## src/rtl/select_encode_ctrl.sv

```systemverilog
// select_encode_ctrl
// Register-select decoder and bus-transfer sequencer. Captures the
// instruction register from the shared bus and turns its Ra/Rb/Rc fields
// into one-hot load/drive enables for the 16-entry register file. It also
// produces the sign-extended constant. A small FSM runs register-to-register
// moves over the bus: DRIVE puts the source on the bus, LATCH also loads the
// destination, and DONE reports completion.
module select_encode_ctrl (
  input  logic        clock,
  input  logic        clear,
  input  logic [31:0] BusMuxOut,
  input  logic        IRin,
  input  logic        Gra,
  input  logic        Grb,
  input  logic        Grc,
  input  logic        Rin,
  input  logic        Rout,
  input  logic        BAout,
  input  logic        mv_start,
  input  logic [1:0]  mv_src,
  input  logic [1:0]  mv_dst,
  output logic [31:0] IR,
  output logic [4:0]  opcode,
  output logic [15:0] R_in,
  output logic [15:0] R_out,
  output logic        ba_zero,
  output logic [31:0] C_sign_extended,
  output logic        mv_busy,
  output logic        mv_done,
  output logic        mv_err
);

  localparam logic [1:0] IDLE  = 2'd0;
  localparam logic [1:0] DRIVE = 2'd1;
  localparam logic [1:0] LATCH = 2'd2;
  localparam logic [1:0] DONE  = 2'd3;

  logic [1:0] state;
  logic [3:0] src_idx;
  logic [3:0] dst_idx;

  // IR fields
  logic [3:0] ra;
  logic [3:0] rb;
  logic [3:0] rc;

  assign ra = IR[26:23];
  assign rb = IR[22:19];
  assign rc = IR[18:15];

  assign opcode          = IR[31:27];
  assign C_sign_extended = {{13{IR[18]}}, IR[18:0]};

  // The sequencer only accepts new work (and IR loads) when it is not
  // holding the select outputs.
  logic accepting;
  logic codes_legal;

  assign accepting   = (state == IDLE) || (state == DONE);
  assign codes_legal = (mv_src != 2'b00) && (mv_dst != 2'b00);

  assign mv_busy = (state == DRIVE) || (state == LATCH);
  assign mv_done = (state == DONE);

  // Map a 2-bit field code to the register index held in that IR field.
  // Code 00 never reaches here for a move, so it maps to Rc as a don't-care.
  function automatic logic [3:0] field_index(input logic [1:0] code,
                                             input logic [3:0] a,
                                             input logic [3:0] b,
                                             input logic [3:0] c);
    case (code)
      2'b01:   field_index = a;
      2'b10:   field_index = b;
      default: field_index = c;
    endcase
  endfunction

  // State, IR and move-index registers with synchronous clear.
  // NOTE: sequential state uses non-blocking (<=) so every register samples
  // pre-edge values; blocking here would create order-dependent races.
  always_ff @(posedge clock) begin
    if (clear) begin
      state   <= IDLE;
      IR      <= '0;
      src_idx <= '0;
      dst_idx <= '0;
      mv_err  <= 1'b0;
    end else begin
      mv_err <= accepting && mv_start && !codes_legal;

      if (accepting && IRin) begin
        IR <= BusMuxOut;
      end

      case (state)
        IDLE, DONE: begin
          if (mv_start && codes_legal) begin
            // Indices are frozen here so later IR loads cannot disturb
            // an in-flight move.
            src_idx <= field_index(mv_src, ra, rb, rc);
            dst_idx <= field_index(mv_dst, ra, rb, rc);
            state   <= DRIVE;
          end else begin
            state <= IDLE;
          end
        end
        DRIVE:   state <= LATCH;
        LATCH:   state <= DONE;
        default: state <= IDLE;
      endcase
    end
  end

  // Manual field selection, priority Gra > Grb > Grc.
  logic [3:0] sel;
  logic       sel_valid;

  always_comb begin
    // NOTE: every always_comb output gets a default first so no path
    // leaves it unassigned, which would infer a latch.
    sel       = 4'd0;
    sel_valid = 1'b0;
    if (Gra) begin
      sel       = ra;
      sel_valid = 1'b1;
    end else if (Grb) begin
      sel       = rb;
      sel_valid = 1'b1;
    end else if (Grc) begin
      sel       = rc;
      sel_valid = 1'b1;
    end
  end

  // Select outputs: the sequencer owns them in DRIVE/LATCH, manual strobes
  // drive them in IDLE/DONE. BAout with R0 selected forces a zero on the bus
  // instead of driving R0.
  always_comb begin
    R_in    = '0;
    R_out   = '0;
    ba_zero = 1'b0;
    case (state)
      DRIVE: begin
        R_out = 16'h0001 << src_idx;
      end
      LATCH: begin
        R_out = 16'h0001 << src_idx;
        R_in  = 16'h0001 << dst_idx;
      end
      default: begin
        if (sel_valid) begin
          if (Rin) begin
            R_in = 16'h0001 << sel;
          end
          if (BAout && (sel == 4'd0)) begin
            ba_zero = 1'b1;
          end else if (Rout || BAout) begin
            R_out = 16'h0001 << sel;
          end
        end
      end
    endcase
  end

endmodule

```

## config.mk

```make
export PLATFORM = sky130hd
export DESIGN_NAME = select_encode_ctrl
export DESIGN_NICKNAME = d
export VERILOG_FILES = /design/src/rtl/select_encode_ctrl.sv
export SDC_FILE = /design/constraint.sdc
export NUM_CORES = 1
export LEC_CHECK = 0
export CORE_AREA = 2 2 90 92
export DETAILED_ROUTE_END_ITERATION = 6
export DIE_AREA = 0 0 92 94
export PLACE_DENSITY = 0.86
export SETUP_SLACK_MARGIN = 0.5
export SYNTH_ARGS = -nofsm -noshare
export SYNTH_HDL_FRONTEND = slang
export SYNTH_SLANG_ARGS = --single-unit
```

## constraint.sdc

```tcl
create_clock -name clock -period 1.99 [get_ports clock]
set_clock_uncertainty 0.2 [all_clocks]
set_input_delay 0.398 -clock clock [delete_from_list [all_inputs] [get_ports clock]]
set_output_delay 0.398 -clock clock [all_outputs]
set_load 0.02 [all_outputs]
```

Word level (Yosys, flattened, before mapping)
Cells that the tools add are included.

word-level totals
  word-level logic and storage cells = 52
  flip-flop bits (word level) = 43
  output and inout port bits = 105
  input bits = 46

cells by class
  muxes and demuxes = 20
  eq/ne operators = 7
  reduce and logical (&&, ||, !) cells = 17
  shift operators = 3

operators with widths
  kind                    number
  $mux W16                6
  $shl A1 B4 Y16 const A  3
  $pmux W16 S2            1
  $pmux W4 S2             2
  $mux W4                 3
  $eq A2 B2 Y1 const B    4
  $mux W1                 7
  $eq A2 B1 Y1 const B    3
  $logic_and A1 B1 Y1     6
  $pmux W2 S3             1
  $logic_not A4 Y1        1
  $reduce_bool A2 Y1      2
  $reduce_or A2 Y1        2
  $logic_or A1 B1 Y1      3
  $logic_not A2 Y1        1
  $reduce_and A2 Y1       1
  $logic_not A1 Y1        1

Logic depth before layout (Yosys ltp)
  depth in word-level cells = 8
  depth in mapped cells = 9
  depth with buffers taken out = 6

Worst setup path before layout
Ideal clock, no wire load.

  path type = register to output
  start = register IR[18]
  end = output R_in[14]
  setup slack = -348 ps
  path buffers = 0
  data arrival time = 1740 ps
  cell stages (with the launch flop) = 5
  cell sequence = dfxtp_1 -> and3b_1 -> o31ai_4 -> nand3b_2 -> o22ai_1

between the ends
  longest elaborated chain between the ends = 7

RTL lines
  element                 line  RTL
  start, declared         22    output logic [31:0] IR,
  start signal, assigned  92    IR <= BusMuxOut;
  $mux W4                 129   end else if (Grc) begin
  $mux W4                 126   end else if (Grb) begin
  $mux W4                 123   if (Gra) begin
  $shl A1 B4 Y16          153   R_in = 16'h0001 << sel;
  $mux W16                152   if (Rin) begin
  $mux W16                151   if (sel_valid) begin
  $pmux W16 S2            142   case (state)
  end, declared           24    output logic [15:0] R_in,

Every way passes these cells.

Worst setup path after layout
  start = register state[0]
  end = output R_out[9]

between the ends
  longest elaborated chain between the ends = 3
  elaborated cells between the ends (all ways) = 4
  those cells by class = 2 x eq/ne; 1 x mux; 1 x reduce/logical

RTL lines
  element                                       line  RTL
  start, declared                               38    logic [1:0] state;
  start signal, assigned                        83    state <= IDLE;
  start signal, assigned                        102   state <= DRIVE;
  start signal, assigned                        104   state <= IDLE;
  $eq A2 B1 Y1 or $eq A2 B2 Y1 (tied branches)  142
  $reduce_or A2 Y1 (no source line) *           --
  $mux W16 *                                    --
  end, declared                                 25    output logic [15:0] R_out,

Mark *: on every way between the ends. The rest lies on a longest branch, timed or not.

==> metrics <==
# setup viols final 38; synth unique cells 33; most frequent cells in the layout 82 x buf_6, 58 x nand2_1, 55 x buf_4; slack of the critical path -0.634 ns; first-pass GRT wire length 20.3 mm; Die Wd 92 µm; final instance area 0.00595 mm²; Die Span Y 94 µm; worst r2r path cells 11; unrepaired setup endpoints after global routing true; yosys warns 0; power consumption 0.00338 W; Period minus WS final 2.62 ns; outcome finished with violations; vias in the first global route 3712; DRC violation count after routing 0; ys flop type dfxtp_1; Mapped Avg Cell Area 7.46 µm²; core area 0.00761 mm²; # fillers 432; worst vdd rail ir drop 0.443 mV; vias per inst 5.60; Req. time, crit path 1.39 ns; CP Data Arrival Time 2.03 ns; share of cells above drive strength 1 66.4%; crit path max fanout 8; Leakage 2.38 nW; Max Freq 0.381 GHz; Post-synth EDFFs 0; die area 0.00865 mm²; slew of the pin with the lowest slew margin 0.470 ns; initial drt markers 282; fin nets 601; Post-Syn Instances 344; clock sink count 43; number of antenna diodes 0; clk slew on worst S/H paths 0.09 ns; Slew headroom 68.6%; Cell Rows 32; Vias 3642; maximum clock path buffer count 2; Post-CTS Hold Buffers 0; syn nets 398; worst skew pair latency 0.31 ns; register area 885 µm²; most common cell after layout, fill and taps aside buf_6; I/O pins 151; Pre-antenna DRT Iters 5; total track usage 30.3%; DRT Wirelength 14.4 mm; fin crit share 132%; CTS tree done; residual overflow from global routing 0; Worst setup EP type output pin; CTS root buf clkbuf_8; synthesized cell area 0.00257 mm²; register area share after synthesis 33.5%; post-synthesis register bit count 43; Initial Util 33.7%; Async S/R FF share, synth 0%; Worst Setup Path Type register to output pin; Area growth, synth to finish 132%; final hold violation count 0; initial antenna violation count 0; # port buffers 150; CTS Buf Count 5; Hold Slack 0.276 ns; crit start category register; final core utilization 78.2%; Power Dens Cells 568 mW/mm²; Final ANT Viol Nets 0; cell count of the worst hold path 2; DP HPWL 7.84 mm; Post-Place Cell Area 0.00506 mm²; violated checks negative setup slack; largest net degree at the start of global routing 44; CTS H-tree lvls 2; Slew Limit Fails 0; number of max-cap violations 0; reg2reg setup slack -0.01 ns; routed wire length per instance 22.1 µm; min-delay worst type register to register; Setup TNS -16.95 ns; Placer Congestion 0.911; footprint of the multi-input gates 0.00231 mm²
where the power goes:
group | total (W) | switching (W) | internal (W)
logic | 0.00174 | 0.000924 | 0.000817
clock network | 0.000642 | 0.000326 | 0.000316
registers | 0.000994 | 0.0000638 | 0.000930
total | 0.00338 | 0.00131 | 0.00206
area by class of cell:
| type | count | area share, % |
|---|---|---|
| tap | 102 | 2.15 |
| inverter | 8 | 0.505 |
| timing repair buffer | 252 | 41.9 |
| multi-input combinational | 237 | 38.8 |
| clock buffer | 7 | 1.62 |
| clock inverter | 1 | 0.126 |
| sequential | 43 | 14.9 |
critical path, stage by stage, from the launching register on:
cell,delay [ns]
dfxtp_2,0.35
inv_2,0.05
ha_4,0.31
o31a_4,0.17
o21a_1,0.21
nand2b_1,0.14
buf_12,0.18
o22ai_4,0.17
buf_6,0.15
stage by stage:
step                      setup slack, ns  instances
after floorplan                    -0.159        344
after global placement              -1.15        609
after detailed placement            -1.22        609
after CTS                          -0.517        638
after global routing               -0.637        650
final                              -0.634        650
registers in the layout (all words and copies together), names as in the netlist:
| signal | cells |
|---|---|
| state | 2 |
| dst_idx | 4 |
| IR | 32 |
| src_idx | 4 |
| mv_err | 1 |
routing by layer:
layer / vias up / track usage, % / routed length, µm / part of all wire, %
li1: 1575 / - / - / -
met1: 1735 / 31.3 / 5060 / 35
met2: 248 / 56.7 / 7410 / 52
met3: 84 / 6.02 / 935 / 6.5
met4: 0 / 17.9 / 973 / 6.8
met5: - / 0 / 0 / 0
final timing paths:
kind,end,start
worst max-delay path,R_out[9],state[0]$_SDFF_PP0_
worst min-delay path,IR[12]$_SDFFE_PP0P_,IR[12]$_SDFFE_PP0P_
worst max register to register,dst_idx[1]$_SDFFE_PP0P_,state[0]$_SDFF_PP0_
worst min register to register,IR[12]$_SDFFE_PP0P_,IR[12]$_SDFFE_PP0P_
synth_stat cells, drive strengths merged, types with 2 or more instances:
cell    count  area share, %
a22oi      10            2.9
nand2b      7            1.7
clkbuf     11            1.6
or3         2           0.49
a21oi      45            8.8
ha          8            3.9
nand3      11            2.6
nor2       22            3.2
dfxtp      43             34
a22o        2           0.68
nand3b      5            1.6
buf        45             12
and2        2           0.49
or2         2           0.49
inv         8            1.2
o22ai      32            7.8
a211oi      8            2.3
nand2      71             10
cell families after synthesis:
group	after synthesis	synth area share, %
simple gates	127	22.7
buf+inv	64	15.2
fa+ha+maj	8	3.90
flops	43	33.5
compound gates	102	24.6
what timing repair did:
item | in CTS | in global routing
setup endpoints to repair | 147 | 107
setup buffers | 16 | 9
pin swaps | 38 | 22
resized for setup | 677 | 40
cloned | 5 | 3
(Power assumes the default switching activity.)
